File: src/rtl/freq_pkg.sv
`default_nettype none
// ============================================================================
//  Module   : freq_pkg
//  Brief    : Shared defaults, range decision encoding and clog2 helper for
//             the frequency-meter prescaler.
//  Revision : 1.0  initial release
// ============================================================================
package freq_pkg;

  localparam int DEF_NRANGE = 4;
  localparam int DEF_DIV    = 10;
  localparam int DEF_CW     = 16;
  localparam int DEF_HI_TH  = 9999;
  localparam int DEF_LO_TH  = 900;

  typedef enum logic [1:0] {
    DEC_HOLD = 2'd0,
    DEC_UP   = 2'd1,
    DEC_DOWN = 2'd2,
    DEC_OVER = 2'd3
  } range_dec_t;

  // Ceiling log2, never below 1 so single-value fields still get a bit.
  function automatic int clog2_min1(input int n);
    int r;
    r = 0;
    for (int i = 0; i < 31; i++) begin
      if ((1 << r) < n) r = r + 1;
    end
    if (r < 1) r = 1;
    return r;
  endfunction

endpackage
`default_nettype wire

File: src/rtl/range_div_stage.sv
`default_nettype none
// ============================================================================
//  Module   : range_div_stage
//  Brief    : One decade of the prescaler cascade: mod-DIV counter on e_in,
//             registered wrap strobe and 50% duty toggle output.
//  Revision : 1.0  initial release
// ============================================================================
module range_div_stage
  import freq_pkg::*;
#(
  parameter int DIV = DEF_DIV
) (
  input  logic clk,
  input  logic rst,
  input  logic e_in,
  output logic e_out,
  output logic t_out
);

  localparam int              CNTW = clog2_min1(DIV);
  localparam logic [CNTW-1:0] LAST = CNTW'(DIV - 1);
  localparam logic [CNTW-1:0] HALF = CNTW'(DIV / 2 - 1);

  logic [CNTW-1:0] cnt;

  // Toggling at both the half-way point and the wrap gives an even duty cycle.
  always_ff @(posedge clk) begin
    if (rst) begin
      cnt   <= '0;
      e_out <= 1'b0;
      t_out <= 1'b0;
    end else begin
      e_out <= e_in && (cnt == LAST);
      if (e_in) begin
        cnt <= (cnt == LAST) ? '0 : cnt + 1'b1;
        if ((cnt == LAST) || (cnt == HALF)) t_out <= ~t_out;
      end
    end
  end

endmodule
`default_nettype wire

File: src/rtl/range_autoscale.sv
`default_nettype none
// ============================================================================
//  Module   : range_autoscale
//  Brief    : Multi-decade input prescaler with manual or automatic range
//             selection, edge strobe and overrange flag.
//  Revision : 1.0  initial release
// ============================================================================
module range_autoscale
  import freq_pkg::*;
#(
  parameter  int NRANGE = DEF_NRANGE,
  parameter  int DIV    = DEF_DIV,
  parameter  int CW     = DEF_CW,
  parameter  int HI_TH  = DEF_HI_TH,
  parameter  int LO_TH  = DEF_LO_TH,
  localparam int RW     = clog2_min1(NRANGE)
) (
  input  logic          clk,
  input  logic          rst,
  input  logic          sigin,
  input  logic          auto,
  input  logic [RW-1:0] range_sel,
  input  logic          gate_end,
  output logic          sigout,
  output logic          sig_edge,
  output logic [RW-1:0] range_cur,
  output logic          range_chg,
  output logic          overrange
);

  localparam logic [RW-1:0] TOP  = RW'(NRANGE - 1);
  localparam logic [CW-1:0] WMAX = '1;
  localparam logic [CW-1:0] HI_T = CW'(HI_TH);
  localparam logic [CW-1:0] LO_T = CW'(LO_TH);

  logic              s1, s2, s3;
  logic [NRANGE-1:0] e;
  logic [NRANGE-1:0] t;
  logic [RW-1:0]     sel_clamped;
  logic [CW-1:0]     wcnt;
  range_dec_t        dec;

  always_ff @(posedge clk) begin
    if (rst) begin
      s1 <= 1'b0;
      s2 <= 1'b0;
      s3 <= 1'b0;
    end else begin
      s1 <= sigin;
      s2 <= s1;
      s3 <= s2;
    end
  end

  assign e[0] = s2 & ~s3;
  assign t[0] = s2;

  generate
    for (genvar k = 1; k < NRANGE; k++) begin : g_stage
      range_div_stage #(
        .DIV (DIV)
      ) u_stage (
        .clk   (clk),
        .rst   (rst),
        .e_in  (e[k-1]),
        .e_out (e[k]),
        .t_out (t[k])
      );
    end
  endgenerate

  assign sel_clamped = (range_sel >= TOP) ? TOP : range_sel;

  always_comb begin
    dec = DEC_HOLD;
    if (wcnt > HI_T) begin
      dec = (range_cur == TOP) ? DEC_OVER : DEC_UP;
    end else if ((wcnt < LO_T) && (range_cur != '0)) begin
      dec = DEC_DOWN;
    end
  end

  // A pending range_chg clears the window so a count spanning a change is never decided on.
  always_ff @(posedge clk) begin
    if (rst) begin
      sigout    <= 1'b0;
      sig_edge  <= 1'b0;
      range_cur <= '0;
      range_chg <= 1'b0;
      overrange <= 1'b0;
      wcnt      <= '0;
    end else begin
      sigout    <= t[range_cur];
      sig_edge  <= e[range_cur];
      range_chg <= 1'b0;
      if (!auto) begin
        overrange <= 1'b0;
        wcnt      <= '0;
        if (range_cur != sel_clamped) begin
          range_cur <= sel_clamped;
          range_chg <= 1'b1;
        end
      end else if (gate_end) begin
        wcnt <= sig_edge ? CW'(1) : '0;
        case (dec)
          DEC_UP: begin
            range_cur <= range_cur + 1'b1;
            range_chg <= 1'b1;
            overrange <= 1'b0;
          end
          DEC_DOWN: begin
            range_cur <= range_cur - 1'b1;
            range_chg <= 1'b1;
            overrange <= 1'b0;
          end
          DEC_OVER: overrange <= 1'b1;
          default:  overrange <= 1'b0;
        endcase
      end else if (range_chg) begin
        wcnt <= '0;
      end else if (sig_edge && (wcnt != WMAX)) begin
        wcnt <= wcnt + 1'b1;
      end
    end
  end

endmodule
`default_nettype wire
File: config.mk
export PLATFORM = sky130hd
export DESIGN_NAME = range_autoscale
export DESIGN_NICKNAME = d
export VERILOG_FILES = /design/src/rtl/freq_pkg.sv /design/src/rtl/range_div_stage.sv /design/src/rtl/range_autoscale.sv
export SDC_FILE = /design/constraint.sdc
export NUM_CORES = 1
export LEC_CHECK = 0
export CAP_MARGIN = 20
export CORE_ASPECT_RATIO = 0.7
export CORE_MARGIN = 5
export CORE_UTILIZATION = 55
export CTS_BUF_LIST = sky130_fd_sc_hd__clkbuf_16
export CTS_CLUSTER_SIZE = 30
export DETAILED_ROUTE_END_ITERATION = 10
export PLACE_DENSITY = 0.86
export REMOVE_ABC_BUFFERS = 1
export SYNTH_ARGS = -nofsm -noshare
export SYNTH_HDL_FRONTEND = slang
export SYNTH_SLANG_ARGS = --single-unit
File: constraint.sdc
create_clock -name clk -period 4.2 [get_ports clk]
set_clock_uncertainty 0.2 [all_clocks]
set_input_delay 1.26 -clock clk [delete_from_list [all_inputs] [get_ports clk]]
set_output_delay 1.26 -clock clk [all_outputs]
set_load 0.005 [all_outputs]
After elaboration in Yosys (flattened, before gate mapping)
Index checks and enable logic that the tools add are counted.

operators by class
  add/sub/neg operators = 6
  $lt $le $gt $ge = 4
  eq/ne operators = 14
  muxes and demuxes = 24
  bitwise gates (word level) = 6
  reductions and logical operators = 17

operators by type and width
  kind                                                             count
  2-to-1 mux 16 bit                                                3
  adder 16 x 1 -> 16 bit, second input constant                    1
  greater-than comparator 16 x 14 -> 1 bit, second input constant  1
  less-than comparator 16 x 10 -> 1 bit, second input constant     1
  != test 16 bit, second input constant                            1
  2-to-1 mux 2 bit                                                 7
  adder 4 x 1 -> 4 bit, second input constant                      3
  equality test 4 x 3 -> 1 bit, second input constant              3
  equality test 4 bit, second input constant                       3
  2-to-1 mux 4 bit                                                 3
  2-to-1 mux 1 bit                                                 8
  equality test 2 bit, second input constant                       3
  AND reduction 2 bit                                              3
  logical AND 1 bit                                                5
  inverter 1 bit                                                   5
  binary-select mux 1 bit (select 2 bit)                           2
  case mux 2 bit (2 select lines)                                  1
  nonzero test 2 bit                                               2
  OR reduction 2 bit                                               2
  logical OR 1 bit                                                 3
  less-than comparator 2 x 3 -> 1 bit, second input constant       1
  != test 3 x 1 -> 1 bit, second input constant                    1
  AND reduction 3 bit                                              1
  nonzero test 3 bit                                               1
  other kinds (7)                                                  7

storage, ports and cells
  flip-flop bits (word level) = 43
  input port bits = 7
  output and inout port bits = 6
  word-level logic and storage cells = 89

Logic depth before layout (Yosys ltp)
Gate-level depths: netlist of run 1.

  depth after elaboration = 9
  depth in mapped cells = 6

Hierarchy
From an unflattened synthesis of run 1, not the netlist that was laid out.

second synthesis, totals
  cell total of the unflattened synthesis = 246
  area total of the unflattened synthesis = 2174.6 µm²

modules (own cells, without submodules)
  module           instances  cells an instance  area an instance (µm²)
  range_autoscale  1          159                1367.6
  range_div_stage  3          29                 269.0

Worst setup path before layout of run 1
Ideal clock, no wire load.

  path type = input to register
  start = input port gate_end
  end = register wcnt[8]
  arrival time = 2208 ps
  required time = 3872 ps
  slack = 1664 ps
  cell stages on the path = 5
  path buffers = 0
  cell sequence = or3b_1 > nor4_2 > nor3_1 > xnor2_1 > nor2_1

on the way
  word-level cells in the longest chain between the ends = 1
  elaborated cells on any way between the ends = 2
  those cells by class = 1 x mux; 1 x reduce/logical

RTL lines
  element                                                                   RTL line                RTL
  from (decl)                                                               range_autoscale.sv:23   input logic gate_end,
  nonzero test 3 bit (no source line) or 2-to-1 mux 16 bit (tied branches)  -
  to (signal assigned)                                                      range_autoscale.sv:104  wcnt <= sig_edge ? CW'(1) : '0;
  to (signal assigned)                                                      range_autoscale.sv:122  wcnt <= wcnt + 1'b1;
  to (decl)                                                                 range_autoscale.sv:40   logic [CW-1:0] wcnt;

Several ways; a longest one is shown, not always the timed one.
A chain may end at the register's enable or synchronous reset.

Worst setup path after layout of run 1
  start = input port gate_end
  end = register wcnt[10]

Same word-level chain as after synthesis.

==> flow_metrics.env, run 1 <==
export IMPL_track_usage=0.191
export IMPL_min_path_type="reg -> reg"
export IMPL_tightestPinTransition_ns=0.621
export IMPL_syn_area_um2=2100
export IMPL_fp_dieW_um=83.8
export IMPL_critPathLaunchType="primary input"
export IMPL_cap_violations=0
export IMPL_p_comb_frac=0.065
export IMPL_cts_root_buf="clkbuf_16"
export IMPL_total_power_uw=835
export IMPL_cts_buffers=5
export IMPL_irDropWorstVdd_v=0.000237
export IMPL_clk_pin_slew_worst_paths_ns=0.06
export IMPL_finalSetupViolations=0
export IMPL_synth_top_flop_cell="dfxtp_1"
export IMPL_final_common_cell="dfxtp_1"
export IMPL_post_cts_buffers=0
export IMPL_tns_ns=0
export IMPL_cts_tree="built"
export IMPL_start_util=0.583
export IMPL_cts_hold_fix_buffers=0
export IMPL_reg2reg_to="wcnt[13]"
export IMPL_drtIter0Drc=197
export IMPL_coreArea_um2=3600
export IMPL_viasPerCell=5.95
export IMPL_die_area_um2=5170
export IMPL_arrival_ns=3.00
export IMPL_wire_per_inst_um=14.6
export IMPL_maxSlewViolCount=0
export IMPL_fin_crit_ns=2.97
export IMPL_grt_pass1_vias=1628
export IMPL_drc_errors=0
export IMPL_clock_power_share=0.428
export IMPL_reg2regPathDepth=5
export IMPL_cp_required_ns=4.23
export IMPL_routed_wl_um=4430
export IMPL_post_route_period_util=0.707
export IMPL_crit_fanout=16
export IMPL_synth_seq_cells=43
export IMPL_htreeDepth=2
export IMPL_worstHoldEndpoint="s2"
export IMPL_grt_max_degree=28
export IMPL_antenna_found_initial=0
export IMPL_layout_area_overhead_vs_synth_pct=13.8
export IMPL_rsz0062_at_grt="false"
export IMPL_finalHoldViolCount=0
export IMPL_grt_ovfl_total=0
export IMPL_switchingPower_uw=180
export IMPL_antenna_cells=0
export IMPL_ant_nets=0
export IMPL_yosysUniqueCellTypes=47
export IMPL_fin_worst_hold_slack_ns=0.241
export IMPL_hp_start="s1"
export IMPL_drtPass1Iterations=6
export IMPL_nets=260
export IMPL_async_reset_ff_frac=0
export IMPL_portBuffers=12
export IMPL_switching_share=0.216
export IMPL_fmax_mhz=337
export IMPL_synth_edf_count=0
export IMPL_cts_resized=0
export IMPL_whs_path_depth=1
export IMPL_intPower_uw=655
export IMPL_r2r_setup_slack_ns=1.99
export IMPL_ys_seq_area_frac=0.410
export IMPL_power_density_nw_per_um2=350
export IMPL_slew_headroom=0.585
export IMPL_synthCells=241
export IMPL_yosys_warnings=0
export IMPL_vias=1803
export IMPL_final_cell_mix="43 x dfxtp_1, 31 x nor2_1, 18 x xnor2_1"
export IMPL_setup_worst_path_end_class="flip-flop"
export IMPL_synth_avg_cell_area_um2=8.71
export IMPL_placed_area_um2=2250
export IMPL_crit_type="in -> reg"
export IMPL_rows=18
export IMPL_gp_congestion=0.956
export IMPL_worst_skew_pair_late_latency_ns=0.28
export IMPL_grt_pass1_wl_um=7750
export IMPL_seqPwrFrac=0.507
export IMPL_final_area_um2=2390
export IMPL_cts_sinks=43
export IMPL_die_h_um=61.7
export IMPL_timing_rr_start="wcnt[7]"
export IMPL_hpwl_um=3050
export IMPL_status="finished clean"
export IMPL_clock_path_buffers=2
export IMPL_p_leak_nw=0.780
export IMPL_layout_drive_gt1_share=0.0593
export IMPL_fin_util=0.663
export IMPL_io_pins=13
## cell families (layout without fill, tap and decap cells)
kind of cell | count (synthesis) | count (layout) | share of synthesized area
buffers and inverters | 14 | 26 | 0.0274
AOI/OAI and AO/OA | 43 | 43 | 0.142
muxes | 5 | 5 | 0.0358
and+or+nand+nor | 113 | 113 | 0.287
xor gates and xnor gates | 22 | 22 | 0.0918
DFF | 43 | 43 | 0.410
adders and majority gates | 1 | 1 | 0.00596
## registers in the layout, summed over array words and instances (netlist names)
| name | count |
|---|---|
| g_stage.u_stage.e_out | 3 |
| s1 | 1 |
| s2 | 1 |
| range_cur | 2 |
| g_stage.u_stage.cnt | 12 |
| g_stage.u_stage.t_out | 3 |
| overrange | 1 |
| sigout | 1 |
| sig_edge | 1 |
| s3 | 1 |
| range_chg | 1 |
| wcnt | 16 |
## per-layer routing
layer,vias up,routed length [um],GRT usage
met4,0,88,0.0757
met1,844,2180,0.268
li1,881,-,-
met2,67,1860,0.290
met5,-,0,0
met3,11,301,0.0435
## cell usage after synthesis, types with 4 or more instances
cell	number	area, um2
nand4_1	5	31.3
or3_1	5	31.3
inv_1	4	15.0
nand2_1	14	52.6
nand3_1	13	65.1
dfxtp_1	43	861
clkbuf_1	4	15.0
xor2_1	4	35.0
nor2_1	31	116
xnor2_1	18	158
a21oi_1	13	65.1
nor2b_1	13	81.3
buf_2	4	20.0
nor3_1	9	45.0
o21ai_0	8	40.0
## worst max path at each step
stage	from	end	slack, ns	cells past startpoint
global route	gate_end	wcnt[10]	1.04	6
floorplan	gate_end	wcnt[8]	1.66	5
global placement	gate_end	wcnt[10]	1.03	6
detailed placement	gate_end	wcnt[10]	0.96	6
CTS	gate_end	wcnt[10]	1.26	6
finish	gate_end	wcnt[10]	1.23	6
## power by group through the flow
stage | Combinational [mW] | Sequential [mW] | Clock, mW
after floorplan | 0.0296 | 0.430 | 0
after global placement | 0.0520 | 0.432 | 0
after detailed placement | 0.0528 | 0.432 | 0
after CTS | 0.0540 | 0.423 | 0.369
after global routing | 0.0587 | 0.424 | 0.388
final | 0.0542 | 0.423 | 0.358
## worst max-delay path, cell delays in order
cell and delay, ns:
clkdlybuf4s50_1 0.51, nor2_1 0.42, nand2_1 0.44, nor2_1 0.19
nand3_1 0.09, nand2_1 0.08
## stage by stage
step	worst slack, ns	cells
floorplan	1.66	232
global placement	1.03	295
detailed placement	0.964	295
CTS	1.26	303
global route	1.04	303
finish	1.23	303
## cell type report
type                       count  area [um2]
multi-input combinational    184        1180
clock inverter                 3        12.5
timing repair buffer          13         128
inverter                       5        18.8
sequential                    43         861
tap                           50        62.6
clock buffer                   5         125
fill                         295        1210
Power figures use the tool's default switching activity.
==> run 2: changes to the inputs <==
==> constraint.sdc (replaced) <==
create_clock -name clk -period 2.9 [get_ports clk]
set_clock_uncertainty 0.2 [all_clocks]
set_input_delay 0.87 -clock clk [delete_from_list [all_inputs] [get_ports clk]]
set_output_delay 0.87 -clock clk [all_outputs]
set_load 0.005 [all_outputs]
==> flow_metrics.env, run 2 (synthesis results as in run 1) <==
export IMPL_grt_pass1_vias=1563
export IMPL_reg2regPathDepth=5
export IMPL_wire_per_inst_um=13.9
export IMPL_p_leak_nw=0.794
export IMPL_final_common_cell="dfxtp_1"
export IMPL_start_util=0.583
export IMPL_rsz0062_at_grt="false"
export IMPL_slowest_delay_ns=0.59
export IMPL_reg2reg_to="wcnt[5]"
export IMPL_portBuffers=12
export IMPL_cts_resized=0
export IMPL_crit_type="reg -> out"
export IMPL_cts_root_buf="clkbuf_16"
export IMPL_top_register="wcnt"
export IMPL_layout_area_overhead_vs_synth_pct=14.8
export IMPL_crit_fanout=10
export IMPL_track_usage=0.184
export IMPL_cts_hold_fix_buffers=0
export IMPL_setup_worst_path_end_class="output port"
export IMPL_hpwl_um=3020
export IMPL_coreArea_um2=3600
export IMPL_fmax_mhz=396
export IMPL_post_route_period_util=0.870
export IMPL_drtIter0Drc=150
export IMPL_min_path_type="reg -> reg"
export IMPL_fin_crit_ns=2.52
export IMPL_grt_pass1_wl_um=7440
export IMPL_cp_num_buf_inv=1
export IMPL_power_density_nw_per_um2=507
export IMPL_htreeDepth=2
export IMPL_cts_tree="built"
export IMPL_worst_skew_pair_late_latency_ns=0.29
export IMPL_status="finished clean"
export IMPL_top_regs="wcnt (16), g_stage.u_stage.cnt (12)"
export IMPL_grt_ovfl_total=0
export IMPL_cp_required_ns=1.83
export IMPL_clk_pin_slew_worst_paths_ns=0.06
export IMPL_irDropWorstVdd_v=0.000422
export IMPL_nets=263
export IMPL_num_fill_cells=296
export IMPL_gp_congestion=0.909
export IMPL_cts_buffers=5
export IMPL_placed_area_um2=2270
export IMPL_rows=18
export IMPL_die_h_um=61.7
export IMPL_die_area_um2=5170
export IMPL_fp_dieW_um=83.8
export IMPL_instances_no_fill=306
export IMPL_final_cell_mix="43 x dfxtp_1, 31 x nor2_1, 18 x xnor2_1"
export IMPL_finalSetupViolations=0
export IMPL_largest_reg_flops=16
export IMPL_antenna_cells=0
export IMPL_placed_cells=298
export IMPL_arrival_ns=1.45
export IMPL_drc_errors=0
export IMPL_clock_path_buffers=2
export IMPL_crit_path_start="range_cur[0]"
export IMPL_vias=1756
export IMPL_slowest_stage="clkdlybuf4s50_1"
export IMPL_io_pins=13
export IMPL_slew_headroom=0.546
export IMPL_final_area_um2=2410
export IMPL_maxSlewViolCount=0
export IMPL_finalHoldViolCount=0
export IMPL_grt_max_degree=28
export IMPL_r2r_setup_slack_ns=0.69
export IMPL_post_cts_buffers=0
export IMPL_viasPerCell=5.74
export IMPL_antenna_found_initial=0
export IMPL_ant_nets=0
export IMPL_cts_sinks=43
export IMPL_tns_ns=0
export IMPL_cp_top_family="buffers and inverters"
export IMPL_routed_wl_um=4250
export IMPL_crit_end="range_cur[0]"
export IMPL_tightestPinTransition_ns=0.679
export IMPL_crit_cells=1
export IMPL_critPathLaunchType="flip-flop"
export IMPL_worstPathCellList="clkdlybuf4s50_1"
export IMPL_timing_rr_start="wcnt[12]"
export IMPL_cap_violations=0
export IMPL_layout_drive_gt1_share=0.0703
export IMPL_drtPass1Iterations=4
-- run 2: report_power, final --
part / total, mW / switching, mW / internal, mW
Sequential: 0.613 / 0.0139 / 0.599
Clock: 0.530 / 0.219 / 0.311
Combinational: 0.0808 / 0.0384 / 0.0424
-- run 2: area by class of cell --
cell class | count | area (um2) | share of cell area
multi-input cells | 184 | 1180 | 0.490
well taps | 50 | 62.6 | 0.0259
repair buffers | 16 | 150 | 0.0623
clock buffers | 5 | 125 | 0.0519
flip-flops and latches | 43 | 861 | 0.357
inverters | 5 | 18.8 | 0.00778
clock inverters | 3 | 12.5 | 0.00519
-- run 2: worst min path at each step --
| stage | end | from | depth (start not counted) | slack (ns) |
|---|---|---|---|---|
| 6_report | s2 | s1 | 1 | 0.25 |
| 2_1_floorplan | s2 | s1 | 1 | 0.21 |
| 5_1_grt | s2 | s1 | 1 | 0.27 |
| 3_5_place_dp | s2 | s1 | 1 | 0.24 |
| 4_1_cts | s2 | s1 | 1 | 0.26 |
| 3_3_place_gp | s2 | s1 | 1 | 0.22 |
-- run 2: per-layer routing --
metal,GRT usage,share of wire,vias up
li1,-,-,891
met1,0.258,0.51,802
met2,0.274,0.41,57
met3,0.0408,0.064,6
met4,0.0894,0.013,0
met5,0,0,-
-- run 2: stage by stage --
step,util,setup WS (ns),power [mW],hold slack [ns]
3_5_place_dp,0.631,0.103,0.705,0.245
5_1_grt,0.669,0.222,1.26,0.268
2_1_floorplan,-,0.751,0.665,0.214
6_report,0.669,0.378,1.22,0.252
4_1_cts,0.669,0.383,1.23,0.257
3_3_place_gp,0.631,0.150,0.704,0.217
==> run 3: changes to the inputs <==
--- a/config.mk
+++ b/config.mk
@@ -9,7 +9,7 @@
 export CORE_ASPECT_RATIO = 0.7
 export CORE_MARGIN = 5
 export CORE_UTILIZATION = 55
-export CTS_BUF_LIST = sky130_fd_sc_hd__clkbuf_16
+export CTS_BUF_LIST = sky130_fd_sc_hd__clkbuf_8
 export CTS_CLUSTER_SIZE = 30
 export DETAILED_ROUTE_END_ITERATION = 10
 export PLACE_DENSITY = 0.86
==> constraint.sdc (replaced) <==
create_clock -name clk -period 3.25 [get_ports clk]
set_clock_uncertainty 0.2 [all_clocks]
set_input_delay 0.975 -clock clk [delete_from_list [all_inputs] [get_ports clk]]
set_output_delay 0.975 -clock clk [all_outputs]
set_load 0.005 [all_outputs]
==> flow_metrics.env, run 3 (synthesis results as in run 1) <==
export IMPL_status="finished clean"
export IMPL_slowest_delay_ns=0.60
export IMPL_power_density_nw_per_um2=417
export IMPL_multiInputGateArea_um2=1180
export IMPL_portBuffers=12
export IMPL_num_fill_cells=313
export IMPL_crit_type="reg -> out"
export IMPL_nets=262
export IMPL_die_area_um2=5170
export IMPL_tightestPinTransition_ns=0.650
export IMPL_post_route_period_util=0.819
export IMPL_p_leak_nw=0.769
export IMPL_setup_worst_path_end_class="output port"
export IMPL_drtIter0Drc=124
export IMPL_clk_pin_slew_worst_paths_ns=0.08
export IMPL_fmax_mhz=376
export IMPL_cap_violations=0
export IMPL_top_register="wcnt"
export IMPL_critPathLaunchType="flip-flop"
export IMPL_cts_hold_fix_buffers=0
export IMPL_io_pins=13
export IMPL_htreeDepth=2
export IMPL_worst_skew_pair_late_latency_ns=0.30
export IMPL_switchingPower_uw=226
export IMPL_rsz0062_at_grt="false"
export IMPL_min_path_type="reg -> reg"
export IMPL_reg2regPathDepth=5
export IMPL_finalHoldViolCount=0
export IMPL_grt_pass1_vias=1709
export IMPL_switching_share=0.229
export IMPL_wire_per_inst_um=14.8
export IMPL_cts_root_buf="clkbuf_8"
export IMPL_layout_area_overhead_vs_synth_pct=12.7
export IMPL_start_util=0.583
export IMPL_drc_errors=0
export IMPL_crit_fanout=10
export IMPL_largest_reg_flops=16
export IMPL_rows=18
export IMPL_fin_crit_ns=2.66
export IMPL_die_h_um=61.7
export IMPL_arrival_ns=1.49
export IMPL_grt_max_degree=28
export IMPL_p_comb_frac=0.074
export IMPL_track_usage=0.196
export IMPL_cts_resized=0
export IMPL_routed_wl_um=4530
export IMPL_hpwl_um=3280
export IMPL_final_cell_mix="43 x dfxtp_1, 31 x nor2_1, 18 x xnor2_1"
export IMPL_ant_nets=0
export IMPL_clock_path_buffers=2
export IMPL_hp_start="s1"
export IMPL_fp_dieW_um=83.8
export IMPL_intPower_uw=761
export IMPL_cp_top_family="buffers and inverters"
export IMPL_post_cts_buffers=0
export IMPL_total_power_uw=987
export IMPL_cts_sinks=43
export IMPL_grt_pass1_wl_um=8000
export IMPL_layout_drive_gt1_share=0.0706
export IMPL_gp_congestion=0.996
export IMPL_worstPathCellList="clkdlybuf4s50_1"
export IMPL_whs_path_depth=1
export IMPL_drtPass1Iterations=4
export IMPL_timing_rr_start="wcnt[7]"
export IMPL_finalSetupViolations=0
export IMPL_slowest_stage="clkdlybuf4s50_1"
export IMPL_reg2reg_to="wcnt[15]"
export IMPL_irDropWorstVdd_v=0.000307
export IMPL_clock_power_share=0.372
export IMPL_top_regs="wcnt (16), g_stage.u_stage.cnt (12)"
export IMPL_grt_ovfl_total=0
export IMPL_cts_tree="built"
export IMPL_antenna_cells=0
export IMPL_cts_buffers=5
export IMPL_viasPerCell=5.90
export IMPL_cp_required_ns=2.07
export IMPL_coreArea_um2=3600
export IMPL_final_common_cell="dfxtp_1"
export IMPL_antenna_found_initial=0
export IMPL_maxSlewViolCount=0
export IMPL_r2r_setup_slack_ns=1.03
export IMPL_regArea_um2=861
export IMPL_tns_ns=0
export IMPL_slew_headroom=0.565
export IMPL_seqPwrFrac=0.554
export IMPL_cp_num_buf_inv=1
export IMPL_vias=1798
export IMPL_fin_worst_hold_slack_ns=0.238
export IMPL_worstHoldEndpoint="s2"
-- run 3: power by group through the flow --
stage	registers (mW)	logic (mW)	clock network (mW)
6_report	0.546	0.0730	0.368
5_1_grt	0.547	0.0801	0.400
4_1_cts	0.546	0.0729	0.373
3_5_place_dp	0.558	0.0721	0
3_3_place_gp	0.558	0.0698	0
2_1_floorplan	0.555	0.0382	0
-- run 3: final cells by class --
class / instances / area share
Tap cell: 50 / 0.0264
Clock inverter: 1 / 0.00159
Clock buffer: 7 / 0.0407
Multi-Input combinational cell: 184 / 0.499
Sequential cell: 43 / 0.364
Timing Repair Buffer: 15 / 0.0603
Inverter: 5 / 0.00793
-- run 3: worst max-delay path by stage --
stage	to	from	slack, ns	cells past startpoint
after floorplan	wcnt[8]	gate_end	1.0	5
after global placement	wcnt[8]	gate_end	0.40	6
after detailed placement	wcnt[8]	gate_end	0.35	6
after CTS	range_cur[0]	range_cur[0]	0.60	1
after global routing	wcnt[8]	gate_end	0.51	6
final	range_cur[0]	range_cur[0]	0.59	1
-- run 3: through the flow --
step	cell area [um2]	util	worst slack, ns	cells
global placement	2270	0.629	0.402	297
CTS	2370	0.657	0.599	305
global route	2370	0.657	0.514	305
detailed placement	2270	0.629	0.355	297
finish	2370	0.657	0.589	305
floorplan	2060	-	0.996	232
-- run 3: layer usage --
layer	vias up	share of wire	GRT usage
met5	-	0	0
met4	0	0.014	0.0986
met3	7	0.061	0.0408
met2	61	0.45	0.315
met1	844	0.48	0.260
li1	886	-	-
